[config.mk]
export PLATFORM = sky130hd
export DESIGN_NAME = switch_allocator
export DESIGN_NICKNAME = d
export VERILOG_FILES = /design/src/rtl/switch_allocator.sv
export SDC_FILE = /design/constraint.sdc
export NUM_CORES = 1
export LEC_CHECK = 0
export ABC_AREA = 1
export BUFFER_PORTS_ARGS = -buffer_cell sky130_fd_sc_hd__buf_2
export CORE_ASPECT_RATIO = 2
export CORE_MARGIN = 4
export CORE_UTILIZATION = 45
export CTS_BUF_LIST = sky130_fd_sc_hd__clkbuf_4
export DETAILED_ROUTE_END_ITERATION = 7
export PLACE_DENSITY_LB_ADDON = 0.3
export SLEW_MARGIN = 20
export SYNTH_ARGS = -nofsm -noshare
export SYNTH_HDL_FRONTEND = slang
export SYNTH_SLANG_ARGS = --single-unit
[constraint.sdc]
create_clock -name clk -period 2.82 [get_ports clk]
set_clock_uncertainty 0.15 [all_clocks]
set_input_delay 0.282 -clock clk [delete_from_list [all_inputs] [get_ports clk]]
set_output_delay 0.282 -clock clk [all_outputs]
set_load 0.02 [all_outputs]
[src/rtl/switch_allocator.sv]
// switch_allocator: control half of a wormhole mesh-router crossbar.
// Snoops flit headers, arbitrates each output round-robin, and holds a
// path from head flit to tail flit so the datapath never sees conflicts.
module switch_allocator #(
    parameter int INPUTS        = 4,
    parameter int OUTPUTS       = 4,
    parameter int DATA_WIDTH    = 8,
    parameter int REQUEST_WIDTH = 32,
    parameter int DEST_WIDTH    = 2
) (
    input  logic                              clk,
    input  logic                              rst,
    input  logic [INPUTS*DATA_WIDTH-1:0]      data_in,
    input  logic [INPUTS-1:0]                 valid_in,
    input  logic [OUTPUTS-1:0]                ready_out,
    output logic [OUTPUTS*REQUEST_WIDTH-1:0]  routeSelect,
    output logic [INPUTS*REQUEST_WIDTH-1:0]   inputRoute,
    output logic [OUTPUTS-1:0]                outputBusy,
    output logic [INPUTS-1:0]                 PortReserved,
    output logic [INPUTS-1:0]                 routeError
);

    localparam int IW = (INPUTS  > 1) ? $clog2(INPUTS)  : 1;
    localparam int OW = (OUTPUTS > 1) ? $clog2(OUTPUTS) : 1;

    // Path state: an input is ACTIVE when r_active is set, an output is BUSY when r_busy is set
    logic [INPUTS-1:0]  r_active;
    logic [OUTPUTS-1:0] r_busy;
    logic [INPUTS-1:0]  r_err;
    logic [OW-1:0]      r_route [INPUTS];
    logic [IW-1:0]      r_owner [OUTPUTS];
    logic [IW-1:0]      r_rr    [OUTPUTS];

    logic [1:0]         w_type  [INPUTS];
    logic [31:0]        w_dval  [INPUTS];
    logic [OW-1:0]      w_dest  [INPUTS];
    logic [INPUTS-1:0]  w_req;
    logic [INPUTS-1:0]  w_err;
    logic [INPUTS-1:0]  w_fire;
    logic [INPUTS-1:0]  w_rel;
    logic [OUTPUTS-1:0] w_gnt_vld;
    logic [IW-1:0]      w_gnt    [OUTPUTS];
    logic [IW-1:0]      w_rr_nxt [OUTPUTS];
    logic               w_unused_data;

    // Header bits between the destination field and the type field carry no control meaning
    assign w_unused_data = ^data_in;

    // Decode flit type/destination and classify each input as requesting, erroneous or firing
    always_comb begin
        for (int i = 0; i < INPUTS; i++) begin
            w_type[i] = data_in[i*DATA_WIDTH + DATA_WIDTH - 2 +: 2];
            w_dval[i] = 32'(data_in[i*DATA_WIDTH +: DEST_WIDTH]);
            w_dest[i] = OW'(w_dval[i]);
            // type[0] set means head (01) or single (11)
            w_req[i]  = !r_active[i] && valid_in[i] && w_type[i][0] &&
                        (w_dval[i] < 32'(OUTPUTS));
            w_err[i]  = !r_active[i] && valid_in[i] &&
                        (!w_type[i][0] || (w_dval[i] >= 32'(OUTPUTS)));
            w_fire[i] = valid_in[i] && r_active[i] && ready_out[r_route[i]];
            // type[1] set means tail (10) or single (11)
            w_rel[i]  = w_fire[i] && w_type[i][1];
        end
    end

    // Round-robin pick per FREE output, scanning from r_rr upward with wrap
    always_comb begin
        int idx;
        idx = 0;
        for (int o = 0; o < OUTPUTS; o++) begin
            w_gnt_vld[o] = 1'b0;
            w_gnt[o]     = '0;
            w_rr_nxt[o]  = r_rr[o];
            if (!r_busy[o]) begin
                for (int k = 0; k < INPUTS; k++) begin
                    idx = (int'(r_rr[o]) + k) % INPUTS;
                    if (!w_gnt_vld[o] && w_req[idx] && (w_dest[idx] == OW'(o))) begin
                        w_gnt_vld[o] = 1'b1;
                        w_gnt[o]     = IW'(idx);
                        w_rr_nxt[o]  = IW'((idx + 1) % INPUTS);
                    end
                end
            end
        end
    end

    // Reserve paths on grant, free them after a tail/single transfer, register errors
    always_ff @(posedge clk) begin
        if (rst) begin
            r_active <= '0;
            r_busy   <= '0;
            r_err    <= '0;
            for (int i = 0; i < INPUTS; i++) r_route[i] <= '0;
            for (int o = 0; o < OUTPUTS; o++) begin
                r_owner[o] <= '0;
                r_rr[o]    <= '0;
            end
        end else begin
            r_err <= w_err;
            // A releasing input is ACTIVE, so it never collides with a grant below
            for (int i = 0; i < INPUTS; i++) begin
                if (w_rel[i]) begin
                    r_active[i]         <= 1'b0;
                    r_route[i]          <= '0;
                    r_busy[r_route[i]]  <= 1'b0;
                    r_owner[r_route[i]] <= '0;
                end
            end
            // Only FREE outputs grant, so a just-released output waits one cycle
            for (int o = 0; o < OUTPUTS; o++) begin
                if (w_gnt_vld[o]) begin
                    r_busy[o]            <= 1'b1;
                    r_owner[o]           <= w_gnt[o];
                    r_rr[o]              <= w_rr_nxt[o];
                    r_active[w_gnt[o]]   <= 1'b1;
                    r_route[w_gnt[o]]    <= OW'(o);
                end
            end
        end
    end

    // Expose the registered state, indices zero-extended to the select width
    always_comb begin
        for (int o = 0; o < OUTPUTS; o++)
            routeSelect[o*REQUEST_WIDTH +: REQUEST_WIDTH] = REQUEST_WIDTH'(r_owner[o]);
        for (int i = 0; i < INPUTS; i++)
            inputRoute[i*REQUEST_WIDTH +: REQUEST_WIDTH] = REQUEST_WIDTH'(r_route[i]);
    end

    assign outputBusy   = r_busy;
    assign PortReserved = r_active;
    assign routeError   = r_err;

endmodule

==> reports/metrics.cfg <==
[outcome]
status = complete, no violations

[cts]
cts_buffers = 5
clk_pin_slew_ns = 0.12
cts_buffer_depth = 2
clk_latency_ns = 0.38
cts_tree = done
cts-root-buf = clkbuf_4
clkSinkCount = 36
htreeDepth = 2
post_cts_buffers = 0

[yosys]
netlist_area_um2 = 5920
synth.area.top_cells = buf_4 (31%), nand2_1 (14%), dfxtp_1 (9.5%)
synth.distinct_cells = 47
synth-main-ff-cell = dfxtp_1
yosys.area.top_type_share = 0.309
synthCells = 936
yosysSeqAreaShare = 0.135
ys_async_sr_fraction = 0
synth_edf_count = 8
avgSynthCellArea_um2 = 6.33
ys_seq_elements = 36
synth_warnings = 0
synth_top_cell_by_area = buf_4

[power]
p_per_area_nw_per_um2 = 831
p_leak_nw = 3.23
total_power_w = 0.00469
vdd_drop_max_v = 0.000345

[timing]
worst_slew_pin_slew_ns = 0.551
max_freq_ghz = 0.384
rsz0062_at_grt = no
slew_viol_final = 0
timing.slew.headroom = 0.632
final.period_utilization = 0.924
period_minus_slack_ns = 2.60
setup_tns_ns = 0
finalSetupViolCount = 0
hold_violations = 0

[placed_design]
place_area_um2 = 5520
io_buffers = 53
hpwl_um = 14200
gp_congestion = 0.952

[detailed_routing]
firstDrtPassIters = 5
num_vias = 5456
ant_nets = 0
drc = 0
drt_wl_total_um = 16500
viasPerCell = 4.71
drt-initial-drc-count = 227
avgRoutedWirePerCell_um = 14.2

[critical_path]
crit_required_ns = 3.00
ff2ff_path_depth = 13
critPathLaunchType = primary input
cp_slowest_stage_delay_ns = 0.52
path_cells = dlygate4sd3_1 > buf_2 > inv_2 > nor2_1 > nand4_1 > nand2_1 > nand2_1 > nand2_4 > nand2_1 > nand2_1 > nand2_1 > nand2_2 > nand2_1 > nor2_1 > nand2_1 > nand3_1
crit_top_cell = nand2_1
path_class = in2reg
path_max_fanout = 7
reg2reg_from = r_rr[2][0]
crit_slowest_cell = dlygate4sd3_1
endpoint_kind = register
r2r_slack_ns = 0.24
r2r-end = r_route[3][0]
crit_arrival_ns = 2.78

[final_layout]
syn_to_final_growth_pct = -4.73
num-nets-final = 1047
stdcell_area_um2 = 5640
fill_cells = 1457
final_util = 0.434
drive_gt1_frac = 0.193

[grt]
grtUsageMet3 = 0.0179
grt_pass1_vias = 4854
overflow = 0
met1_usage = 0.190
grt_use_met2 = 0.378
grt_pass1_wl_um = 23800
grt_max_degree = 22
busiest_layer = met2
antenna_found_initial = 1
grtUsageTotal = 0.207

[die]
dieWidth_um = 89.1
die_area_um2 = 15200
die_h_um = 170
coreArea_um2 = 13000
core.rowCount = 59
ios = 310
initial_utilization = 0.456

[min_path]
hold_path.startpoint = data_in[14]
min_path_type = in2reg
hold_path_depth = 2
holdPathEnd = routeError[1]

[run]
maxCapViolations = 0

[per-stage QoR]
| step | hold slack [ns] | worst slack [ns] | std cells |
|---|---|---|---|
| 2_1_floorplan | 0.209 | 0.736 | 1175 |
| 3_5_place_dp | 0.340 | 0.271 | 1147 |
| 5_1_grt | 0.0100 | 0.0406 | 1159 |
| 4_1_cts | 0.00440 | 0.110 | 1158 |
| 3_3_place_gp | 0.334 | 0.299 | 1147 |
| 6_report | 0.0218 | 0.215 | 1159 |
[placed cells by master, fill, tap and decap left out, types with 16 or more instances in the layout]
cell type,instances
dfxtp_1,28
o21ai_0,18
a21oi_1,18
inv_1,66
buf_2,53
nand3_2,16
conb_1,240
nor2_1,63
nand2_2,28
inv_2,27
nand3_1,81
nand2_1,218
nand4_1,17
buf_4,24
[report_power, final]
part | switching (W) | total, W | internal, W
clock | 0.000211 | 0.000395 | 0.000185
sequential | 0.000197 | 0.000900 | 0.000703
combinational | 0.00236 | 0.00339 | 0.00103
[sequential cells by signal (all words and copies together) (netlist names)]
| register | count |
|---|---|
| r_owner | 8 |
| r_route | 8 |
| r_rr | 8 |
| PortReserved | 4 |
| outputBusy | 4 |
| routeError | 4 |
[per-layer routing]
layer,part of all wire,up-vias
li1,-,2644
met1,0.31,2391
met2,0.52,349
met3,0.080,72
met4,0.094,0
met5,0,-
[Yosys cell counts, drive strengths merged, types with 2 or more instances]
cell type,instances
nand2,249
buf,255
edfxtp,8
dfxtp,28
nand3b,4
nand3,99
a21oi,21
mux2i,2
o21ai,33
xor2,3
o22ai,3
nand4,18
nor3,6
clkbuf,3
o2111ai,2
a31oi,5
inv,94
o211ai,6
a22oi,3
o41ai,2
o221ai,2
nor2,84
[cells by family after synthesis]
kind of cell	after synthesis	synth area share
multiplexers	2	0.00338
flip-flops	36	0.135
AO/OA/AOI/OAI	80	0.0837
buffers and inverters	352	0.390
other	1	0.000633
XOR/XNOR	3	0.0101
AND/OR/NAND/NOR	462	0.377
[worst max-delay path, delay by kind of cell]
kind | cells | cell delay [ns]
and+or+nand+nor | 13 | 1.74
buffers and inverters | 3 | 0.74
[worst max-delay path by stage]
stage                         start            end  slack (ns)  cells after the start
floorplan           PortReserved[1]  r_route[1][1]        0.74                     17
global placement        data_in[22]  r_owner[1][1]        0.30                     15
detailed placement      data_in[22]  r_owner[1][1]        0.27                     15
CTS                     data_in[22]  r_owner[1][1]        0.11                     16
global route            data_in[30]  r_route[3][1]        0.04                     16
finish                  data_in[30]  r_route[1][1]        0.22                     16
[cell type report]
| cell class | count | area, um^2 | share of cell area |
|---|---|---|---|
| well taps | 152 | 190 | 0.0337 |
| diodes | 1 | 2.50 | 0.000444 |
| inverters | 94 | 355 | 0.0630 |
| multi-input cells | 787 | 3720 | 0.659 |
| clock buffers | 5 | 37.5 | 0.00665 |
| repair buffers | 81 | 495 | 0.0878 |
| clock inverters | 3 | 42.5 | 0.00754 |
| flip-flops and latches | 36 | 801 | 0.142 |
[what timing repair did]
| action | CTS | global route |
|---|---|---|
| hold endpoints to repair | 2 | 0 |
| hold buffers | 3 | 0 |
| setup endpoints to repair | 0 | 7 |
| resized for setup | 0 | 2 |
No activity file was read; power rests on OpenSTA's default activity.
